`src/rtl/mac_result_fifo.sv`:
```
`default_nettype none
// ============================================================================
// mac_result_fifo : first-word-fall-through FIFO capturing MAC results; pushes
//                   into a full FIFO are dropped and flagged by sticky overflow.
// Optional macro MAC_FIFO_STATS_EN adds saturating push_cnt/drop_cnt outputs.
// Revision: 1.0
// ============================================================================
module mac_result_fifo #(
  parameter int  DATA_W = 32,
  parameter int  DEPTH  = 4,
  localparam int CNT_W  = $clog2(DEPTH) + 1
) (
  input  logic              clk,
  input  logic              rst,
  input  logic              validi,
  input  logic [DATA_W-1:0] data_in,
  input  logic              clr,
  input  logic              ready_i,
  output logic              valido,
  output logic [DATA_W-1:0] data_out,
  output logic [CNT_W-1:0]  count,
  output logic              full,
  output logic              empty,
  output logic              overflow
`ifdef MAC_FIFO_STATS_EN
  ,
  output logic [15:0]       push_cnt,
  output logic [15:0]       drop_cnt
`endif
);

  localparam int PTR_W = CNT_W - 1;

  generate
    if ((DEPTH < 2) || ((DEPTH & (DEPTH - 1)) != 0)) begin : g_depth_check
      $error("mac_result_fifo: DEPTH must be a power of two and at least 2");
    end
  endgenerate

  logic [DATA_W-1:0] mem_q [DEPTH];
  logic [PTR_W-1:0]  rd_ptr_q, rd_ptr_d;
  logic [PTR_W-1:0]  wr_ptr_q, wr_ptr_d;
  logic [CNT_W-1:0]  count_q, count_d;
  logic              ovf_q, ovf_d;
  logic              pop, push, drop;

  assign empty    = (count_q == '0);
  assign full     = (count_q == CNT_W'(DEPTH));
  assign valido   = ~empty;
  assign data_out = empty ? '0 : mem_q[rd_ptr_q];
  assign count    = count_q;
  assign overflow = ovf_q;

  // A pop frees the head slot this cycle, so a push into a full FIFO is still legal.
  assign pop  = valido & ready_i;
  assign push = validi & (~full | pop);
  assign drop = validi & ~push;

  always_comb begin
    rd_ptr_d = rd_ptr_q;
    wr_ptr_d = wr_ptr_q;
    count_d  = count_q;
    ovf_d    = ovf_q;
    if (clr) begin
      rd_ptr_d = '0;
      wr_ptr_d = '0;
      count_d  = '0;
      ovf_d    = 1'b0;
    end else begin
      if (push) wr_ptr_d = wr_ptr_q + PTR_W'(1);
      if (pop)  rd_ptr_d = rd_ptr_q + PTR_W'(1);
      case ({push, pop})
        2'b10:   count_d = count_q + CNT_W'(1);
        2'b01:   count_d = count_q - CNT_W'(1);
        default: count_d = count_q;
      endcase
      if (drop) ovf_d = 1'b1;
    end
  end

  always_ff @(posedge clk or posedge rst) begin
    if (rst) begin
      rd_ptr_q <= '0;
      wr_ptr_q <= '0;
      count_q  <= '0;
      ovf_q    <= 1'b0;
    end else begin
      rd_ptr_q <= rd_ptr_d;
      wr_ptr_q <= wr_ptr_d;
      count_q  <= count_d;
      ovf_q    <= ovf_d;
    end
  end

  // Storage is not reset; empty masks it from data_out.
  always_ff @(posedge clk) begin
    if (push && !clr) mem_q[wr_ptr_q] <= data_in;
  end

`ifdef MAC_FIFO_STATS_EN
  logic [15:0] push_cnt_q, drop_cnt_q;

  always_ff @(posedge clk or posedge rst) begin
    if (rst) begin
      push_cnt_q <= '0;
      drop_cnt_q <= '0;
    end else if (clr) begin
      push_cnt_q <= '0;
      drop_cnt_q <= '0;
    end else begin
      if (push && (push_cnt_q != 16'hFFFF)) push_cnt_q <= push_cnt_q + 16'd1;
      if (drop && (drop_cnt_q != 16'hFFFF)) drop_cnt_q <= drop_cnt_q + 16'd1;
    end
  end

  assign push_cnt = push_cnt_q;
  assign drop_cnt = drop_cnt_q;
`endif

endmodule
`default_nettype wire

```
`config.mk`:
```
export PLATFORM = sky130hd
export DESIGN_NAME = mac_result_fifo
export DESIGN_NICKNAME = d
export VERILOG_FILES = /design/src/rtl/mac_result_fifo.sv
export SDC_FILE = /design/constraint.sdc
export NUM_CORES = 1
export LEC_CHECK = 0
export ABC_AREA = 0
export CORE_AREA = 2 2 108 110
export CTS_CLUSTER_DIAMETER = 100
export DETAILED_ROUTE_END_ITERATION = 12
export DIE_AREA = 0 0 110 112
export PLACE_DENSITY = 0.76
export SYNTH_ARGS = -nofsm -noshare
export SYNTH_HDL_FRONTEND = slang
export SYNTH_SLANG_ARGS = --single-unit
```
`constraint.sdc`:
```
create_clock -name clk -period 11.2 [get_ports clk]
set_input_delay 3.36 -clock clk [delete_from_list [all_inputs] [get_ports clk]]
set_output_delay 3.36 -clock clk [all_outputs]
set_load 0.01 [all_outputs]
```
* Word level (Yosys, flattened, before mapping)
Memories as Yosys holds them, arrays and structs flattened. Cells that the tools add are included.
Cells by class: $add $sub $neg 4, eq/ne operators 3, muxes and demuxes 11, bitwise logic cells 7, reduce and logical (&&, ||, !) cells 7
Operators by type and width (number):
- 2-to-1 mux 32 bit | 1
- 2-to-1 mux 2 bit | 4
- one-hot mux 3 bit (2 select lines) | 1
- nonzero test 2 bit | 3
- adder 2 x 1 -> 2 bit (second input constant) | 2
- 2-to-1 mux 1 bit | 4
- adder 3 x 1 -> 3 bit (second input constant) | 1
- AND 1 bit | 3
- equality test 3 bit (second input constant) | 1
- zero test 3 bit | 1
- 2-to-1 mux 3 bit | 1
- NOT 1 bit | 3
- nonzero test 3 bit | 1
- subtractor 3 x 1 -> 3 bit (second input constant) | 1
- equality test 2 x 1 -> 1 bit (second input constant) | 1
- equality test 2 bit (second input constant) | 1
- logical AND 1 bit | 1
- zero test 1 bit | 1
- OR 1 bit | 1
Storage, ports and cells: flip-flop bits (word level) 8, RAM bits 128, bits of input ports 37, output and inout bits 39, logic and storage cells 37, memories 1
Memory list:
- mem_q | words 4, width 32, rd ports 1, clocked after Yosys merged registers in 0, wr ports 1, line 40 | logic [DATA_W-1:0] mem_q [DEPTH];

* Longest topological paths before layout
Gate-level depths: netlist (run 1).
depth in word-level cells 9, mapped depth 7, depth with buffers taken out 6

* Least setup slack after synthesis (run 1)
No wires, ideal clock.
path type input-to-reg, from in validi, to mem mem_q[0][0], enable pin, setup time 0.468 ns, arrival time 6.054 ns, data required time 10.732 ns, path slack 4.678 ns, stages on the path 3, path buffers 1, cells stage by stage buf_2 -> nand2b_1 -> nor3b_1
Between the ends: longest elaborated chain between the ends 4
Ends and longest elaborated chain:
- start: declaration | line 15 | input logic validi,
- AND 1 bit | line 56 | assign push = validi & (~full | pop);
- logical AND 1 bit | line 97 | if (push && !clr) mem_q[wr_ptr_q] <= data_in;
- 2-to-1 mux 1 bit | line 97
- 2-to-1 mux 1 bit (implied by the code) | line 97
- end: declaration | line 40
No other way between the ends.

* Worst setup path after layout (run 1)
from reg rd_ptr_q[0], to out data_out[6]
Between the ends: longest elaborated chain between the ends 2
Ends and longest elaborated chain:
- start: declaration | line 41 | logic [PTR_W-1:0] rd_ptr_q, rd_ptr_d;
- start signal: assignment | line 88 | rd_ptr_q <= rd_ptr_d;
- memory read (4 x 32 bit)
- 2-to-1 mux 32 bit | line 50 | assign data_out = empty ? '0 : mem_q[rd_ptr_q];
- end: declaration | line 20 | output logic [DATA_W-1:0] data_out,
No other way between the ends.

==> results of run 1 <==
==> final cells by class <==
cell class	count	area (um^2)
inverter	6	22.5
clock inverter	14	181
tap	143	179
fill	822	4180
multi-input combinational	113	1340
timing repair buffer	81	796
sequential	136	4050
clock buffer	18	429
==> worst reg2reg max path, stage by stage (launching register included) <==
cell	delay, ps
dfrtp_1	560
o31ai_1	420
nor2_1	90
fa_1	450
or3b_1	390
a32oi_1	190
a31oi_1	100
==> sequential cells by signal (all words and copies together), names as in the netlist <==
register / count
overflow: 1
rd_ptr_q: 2
count: 3
mem_q: 128
wr_ptr_q: 2
==> cell usage after synthesis (all sizes together), types with 3 or more instances <==
library cell and instances:
nor2 7, buf 13, xor2 3, and2b 11
inv 6, clkbuf 4, nor3b 4, nor2b 22
nand2b 4, edfxtp 128, mux4 32, ha 4
dfrtp 8
==> cells in the final DEF, fill, tap and decap left out, types with 2 or more instances in the layout <==
cell type,count
dfrtp_2,2
mux4_2,32
clkinv_1,3
dfrtp_1,6
edfxtp_1,128
nand2b_1,4
nor2_1,7
xor2_1,3
clkdlybuf4s50_1,75
bufinv_16,4
inv_1,6
nand3_1,2
clkinv_2,2
buf_4,6
clkinv_4,2
o2111ai_1,2
nor3b_2,4
clkbuf_16,17
and2b_1,11
ha_1,4
clkinvlp_4,3
a21oi_1,2
nor2b_1,22
==> stage by stage <==
step	cells	hold WS, ps	cell area, um^2	setup WS [ps]	util (%)
2_1_floorplan	272	529	5500	4680	-
3_3_place_gp	479	494	6390	5430	57.2
3_5_place_dp	479	495	6390	5410	57.2
4_1_cts	511	517	7000	4970	62.6
5_1_grt	511	563	7000	4840	62.6
6_report	511	515	7000	5060	62.6
==> logic make-up after synthesis <==
logic type,synth area share (%)
compound gates,1.41
xor+xnor,0.637
fa+ha+maj,1.27
buf+inv,2.52
flops,73.5
mux,13.5
simple gates,7.14
==> metal layers <==
layer  vias up  wire length [um]  track usage [%]
li1       1245                 -                -
met1      1389              4060             22.4
met2        84              4920             28.1
met3        19               573             6.44
met4         0               197             7.59
met5         -                 0                0
==> power breakdown <==
| group | switching, mW | internal, mW | total, mW | leakage (nW) |
|---|---|---|---|---|
| logic | 0.0712 | 0.0991 | 0.170 | 0.742 |
| registers | 0.0152 | 0.574 | 0.589 | 1.27 |
| clock network | 0.196 | 0.369 | 0.565 | 0.288 |
==> worst min path at each step <==
stage,from,endpoint,slack [ps],depth (start not counted)
after floorplan,overflow,overflow,530,2
after global placement,overflow,overflow,490,2
after detailed placement,overflow,overflow,500,2
after CTS,overflow,overflow,520,2
after global routing,overflow,overflow,560,2
final,overflow,overflow,510,2
==> summary.md, run 1 <==
| Metric | Value |
|---|---|
| Status | completed |
| Core area | 11200 um^2 |
| Synth unique cells | 39 |
| Origin of the worst setup path | rd_ptr_q[0] |
| FFs w/ async S/R, synth | 5.88% |
| CTS Root Cell | clkbuf_16 |
| DP HPWL | 5700 um |
| Worst reg-to-reg path cell count | 6 |
| WL final | 9750 um |
| Hold_buf cts | 0 |
| CTS tree | done |
| # clock sinks | 136 |
| Maximum clock path buffer count | 2 |
| Num rows | 39 |
| CP Class | reg2out |
| Worst path bufs/invs | 2 |
| Syn_nets | 314 |
| Synthesized instance count | 272 |
| DRT antenna net count | 0 |
| CP max FO | 20 |
| I/O Pins | 76 |
| Number of max-cap violations | 0 |
| RePlAce Congestion | 0.707 |
| Nets | 397 |
| Routed vias/inst | 5.36 |
| Hold/Removal Path Class | reg2reg |
| CP Launch Type | flip-flop |
| Die X | 110 um |
| YS warnings | 0 |
| Setup TNS | 0 ps |
| Setup violators final | 0 |
| DR DRC count | 0 |
| Vias in the first global route | 2989 |
| Crit path DAT | 2780 ps |
| Critical-path cell list | buf_4 -> mux4_2 -> nor2b_1 -> clkdlybuf4s50_1 |
| Worst path max stage delay | 670 ps |
| EDFF count, synth | 128 |
| #FFs+latches synth | 136 |
| Leakage | 2.30 nW |
| Share of cells above drive strength 1 | 20.7% |
| Die ar. | 12300 um^2 |
| Flop-to-flop setup slack | 8860 ps |
| R2R Path Start | count[0] |
| RSZ-0062 raised after global routing | no |
| Detailed Routing Iterations Pass 1 | 4 |
| Worst Tran Pin Value | 867 ps |
| Die height | 112 um |
| Total track usage | 17.9% |
| Cts repair resizes | 0 |
| Synth area leaders | edfxtp_1 (70%), mux4_2 (13%), dfrtp_1 (3.6%) |
| Syn_area_per_cell | 20.2 um^2 |
| CP top delay family | buffers and inverters |
| Area delta synth->final | 27.2% |
| Final hold viol count | 0 |
| Clock latency at the later pin of the worst-skew pair | 410 ps |
| ANT cells | 0 |
| Achievable Freq | 163 MHz |
| Total power | 1.32 mW |
| Htree depth | 4 |
| End of the critical path | data_out[6] |
| TritonCTS buffer count | 17 |
| Postcts setup bufs | 0 |
| Slowest-stage cell, CP | dfrtp_2 |
| Vias | 2737 |
| First-pass GRT wire length | 15700 um |
| Clock skew | 10.9 ps |
| Port buffer count | 75 |
| Largest net degree at the start of global routing | 35 |
| Starting density of the core | 49.2% |
| Initial antenna violation count | 1 |
| Peak VDD IR | 0.000112 V |
| Fin crit period | 6140 ps |
| Final Cycle Share | 54.8% |
| Worst Setup End Kind | primary output |
| Largest area contributor in the netlist | edfxtp_1 |
| Slew Viols, Final | 0 |
| Total global routing overflow | 0 |
| First DRT Iteration DRCs | 134 |
| Power per cell area | 189 nW/um^2 |
| Routed length per instance | 19.1 um |
| Area share of the largest cell type after synthesis | 69.9% |
| CTS clk-pin slew, worst paths | 60 ps |
| Reg2reg end | count[2] |
| Worst Path Required | 7840 ps |
| Register area share after synthesis | 73.5% |
| Levels on crit path | 4 |
| Main flop type after synthesis | edfxtp_1 |
| Rel. slew slack | 42.2% |
| Synth Cell Area | 5500 um^2 |
No activity file was read; power rests on OpenSTA's default activity.
==> run 2: changes to the inputs <==
- CORE_AREA: 2 2 108 110 -> 2 2 109 111
- DIE_AREA: 0 0 110 112 -> 0 0 111 113
- PLACE_DENSITY: 0.76 -> 0.78
- clock period: 11.2 -> 5.02 ns (I/O delays scaled with it)
==> summary.md, run 2 (synthesized netlist as in run 1, its figures left out) <==
| Metric | Value |
|---|---|
| Vias in the first global route | 2950 (-1.3%) |
| Core area | 11300 um^2 (+0.87%) |
| Maximum clock path buffer count | 2 (unchanged) |
| Slew Viols, Final | 0 (unchanged) |
| R2R Path Start | count[0] |
| Worst path bufs/invs | 2 (unchanged) |
| Slowest-stage cell, CP | dfrtp_2 |
| Clock latency at the later pin of the worst-skew pair | 400 ps (about the same) |
| Fin util | 61.8% (-0.85 points) |
| Hold Slack | 536 ps (+21.0 ps) |
| WL final | 9980 um (+2.4%) |
| CP max FO | 18 (-10%) |
| Most frequent cells in the layout | edfxtp_1 (128), clkdlybuf4s50_1 (75), mux4_2 (32) |
| Worst Setup End Kind | primary output |
| Final std cells w/o fill | 514 (+0.59%) |
| Detailed Routing Iterations Pass 1 | 4 (unchanged) |
| RSZ-0062 raised after global routing | no |
| I/O Pins | 76 (unchanged) |
| Crit path DAT | 2700 ps (-80 ps) |
| Max reg flops | 128 (unchanged) |
| End of the critical path | data_out[12] |
| Power per cell area | 408 nW/um^2 (+120%) |
| Total global routing overflow | 0 (unchanged) |
| Worst path max stage delay | 720 ps (+50 ps) |
| Levels on crit path | 4 (unchanged) |
| Vias | 2771 (+1.2%) |
| Critical-path cell list | buf_4 -> mux4_2 -> nor2b_1 -> clkdlybuf4s50_1 |
| CP Launch Type | flip-flop |
| Peak VDD IR | 0.000312 V (+180%) |
| Leakage | 2.28 nW (-0.61%) |
| Nets | 399 (+0.50%) |
| Reg with most FFs | mem_q |
| Routed length per instance | 19.4 um (+1.8%) |
| Routed vias/inst | 5.39 (+0.65%) |
| DP HPWL | 6150 um (+7.8%) |
| Status | completed |
| Fin crit period | 4210 ps |
| Hold_buf cts | 0 (unchanged) |
| Postcts setup bufs | 0 (unchanged) |
| TritonCTS buffer count | 17 (unchanged) |
| Htree depth | 4 (unchanged) |
| Number of max-cap violations | 0 (unchanged) |
| Rel. slew slack | 35.4% (-6.8 points) |
| CP Class | reg2out |
| Worst Tran Pin Value | 966 ps (+98.7 ps) |
| Achievable Freq | 238 MHz |
| CTS Root Cell | clkbuf_16 |
| # clock sinks | 136 (unchanged) |
| Area delta synth->final | 26.6% |
| Starting density of the core | 48.8% (-0.43 points) |
| Worst Path Required | 3510 ps (-4330 ps) |
| Total track usage | 17.1% (-0.81 points) |
| DR DRC count | 0 (unchanged) |
| CP top delay family | buffers and inverters |
| Fill cell count | 815 (-0.85%) |
| Hold/Removal Path Class | reg2reg |
| CTS clk-pin slew, worst paths | 50 ps (about the same) |
| DRT antenna net count | 0 (unchanged) |
| Initial antenna violation count | 1 (unchanged) |
| Commonest non-fill, non-tap cell in the layout | edfxtp_1 |
| Flop-to-flop setup slack | 2590 ps (-6270 ps) |
| Num rows | 39 (unchanged) |
| Largest net degree at the start of global routing | 34 (-2.9%) |
| Port buffer count | 75 (unchanged) |
| Cts repair resizes | 0 (unchanged) |
| Setup violators final | 0 (unchanged) |
| Worst reg-to-reg path cell count | 6 (unchanged) |
| Setup TNS | 0 ps (unchanged) |
| Share of cells above drive strength 1 | 20.0% (-0.65 points) |
| Die height | 113 um (+0.89%) |
| First DRT Iteration DRCs | 167 (+25%) |
| Final hold viol count | 0 (unchanged) |
| Die ar. | 12500 um^2 (+1.8%) |
| Origin of the worst setup path | rd_ptr_q[0] |
| Reg2reg end | count[2] |
| Clock skew | 5.36 ps (-5.57 ps) |
| CTS tree | done |
| RePlAce Congestion | 0.745 (+5.5%) |
| First-pass GRT wire length | 15900 um (+1.0%) |
| Final Cycle Share | 83.8% |
| Die X | 111 um (+0.91%) |
| Post-placement cell count | 481 (+0.42%) |
-- run 2: layer usage --
layer | up-vias | track usage (%) | part of all wire (%)
met2 | 86 | 29.1 | 54
met4 | 0 | 6.25 | 1.3
li1 | 1250 | - | -
met5 | - | 0 | 0
met3 | 13 | 4.50 | 5.3
met1 | 1422 | 21.3 | 40
-- run 2: power by group --
group,switching [mW],total [mW],internal [mW]
clock network,0.418,1.14,0.718
logic,0.161,0.389,0.228
registers,0.0356,1.32,1.28
-- run 2: how the worst min path moves through the flow --
stage / startpoint / endpoint / slack (ps) / cells after the start
2_1_floorplan: overflow / overflow / 530 / 2
3_3_place_gp: overflow / overflow / 520 / 2
3_5_place_dp: overflow / overflow / 500 / 2
4_1_cts: overflow / overflow / 540 / 2
5_1_grt: overflow / overflow / 560 / 2
6_report: overflow / overflow / 540 / 2
-- run 2: worst reg2reg max path, stage by stage, from the launching register on --
cell	delay [ps]
dfrtp_1	560
o31ai_1	440
nor2_1	100
fa_1	460
or3b_1	420
a32oi_1	210
a31oi_1	100
-- run 2: stage by stage --
| stage | instance area, um^2 | setup slack (ps) | power, mW |
|---|---|---|---|
| 2_1_floorplan | 5500 | 352 | 1.55 |
| 3_3_place_gp | 6410 | 1210 | 1.72 |
| 3_5_place_dp | 6410 | 1170 | 1.73 |
| 4_1_cts | 6960 | 717 | 2.87 |
| 5_1_grt | 6960 | 624 | 2.94 |
| 6_report | 6960 | 814 | 2.84 |
-- run 2: cell type report --
cell class,instances,area [um^2],area share (%)
Antenna cell,1,2.50,0.0359
Clock buffer,20,437,6.27
Clock inverter,12,109,1.56
Inverter,6,22.5,0.323
Multi-Input combinational cell,113,1340,19.3
Sequential cell,136,4050,58.1
Tap cell,143,179,2.57
Timing Repair Buffer,83,823,11.8
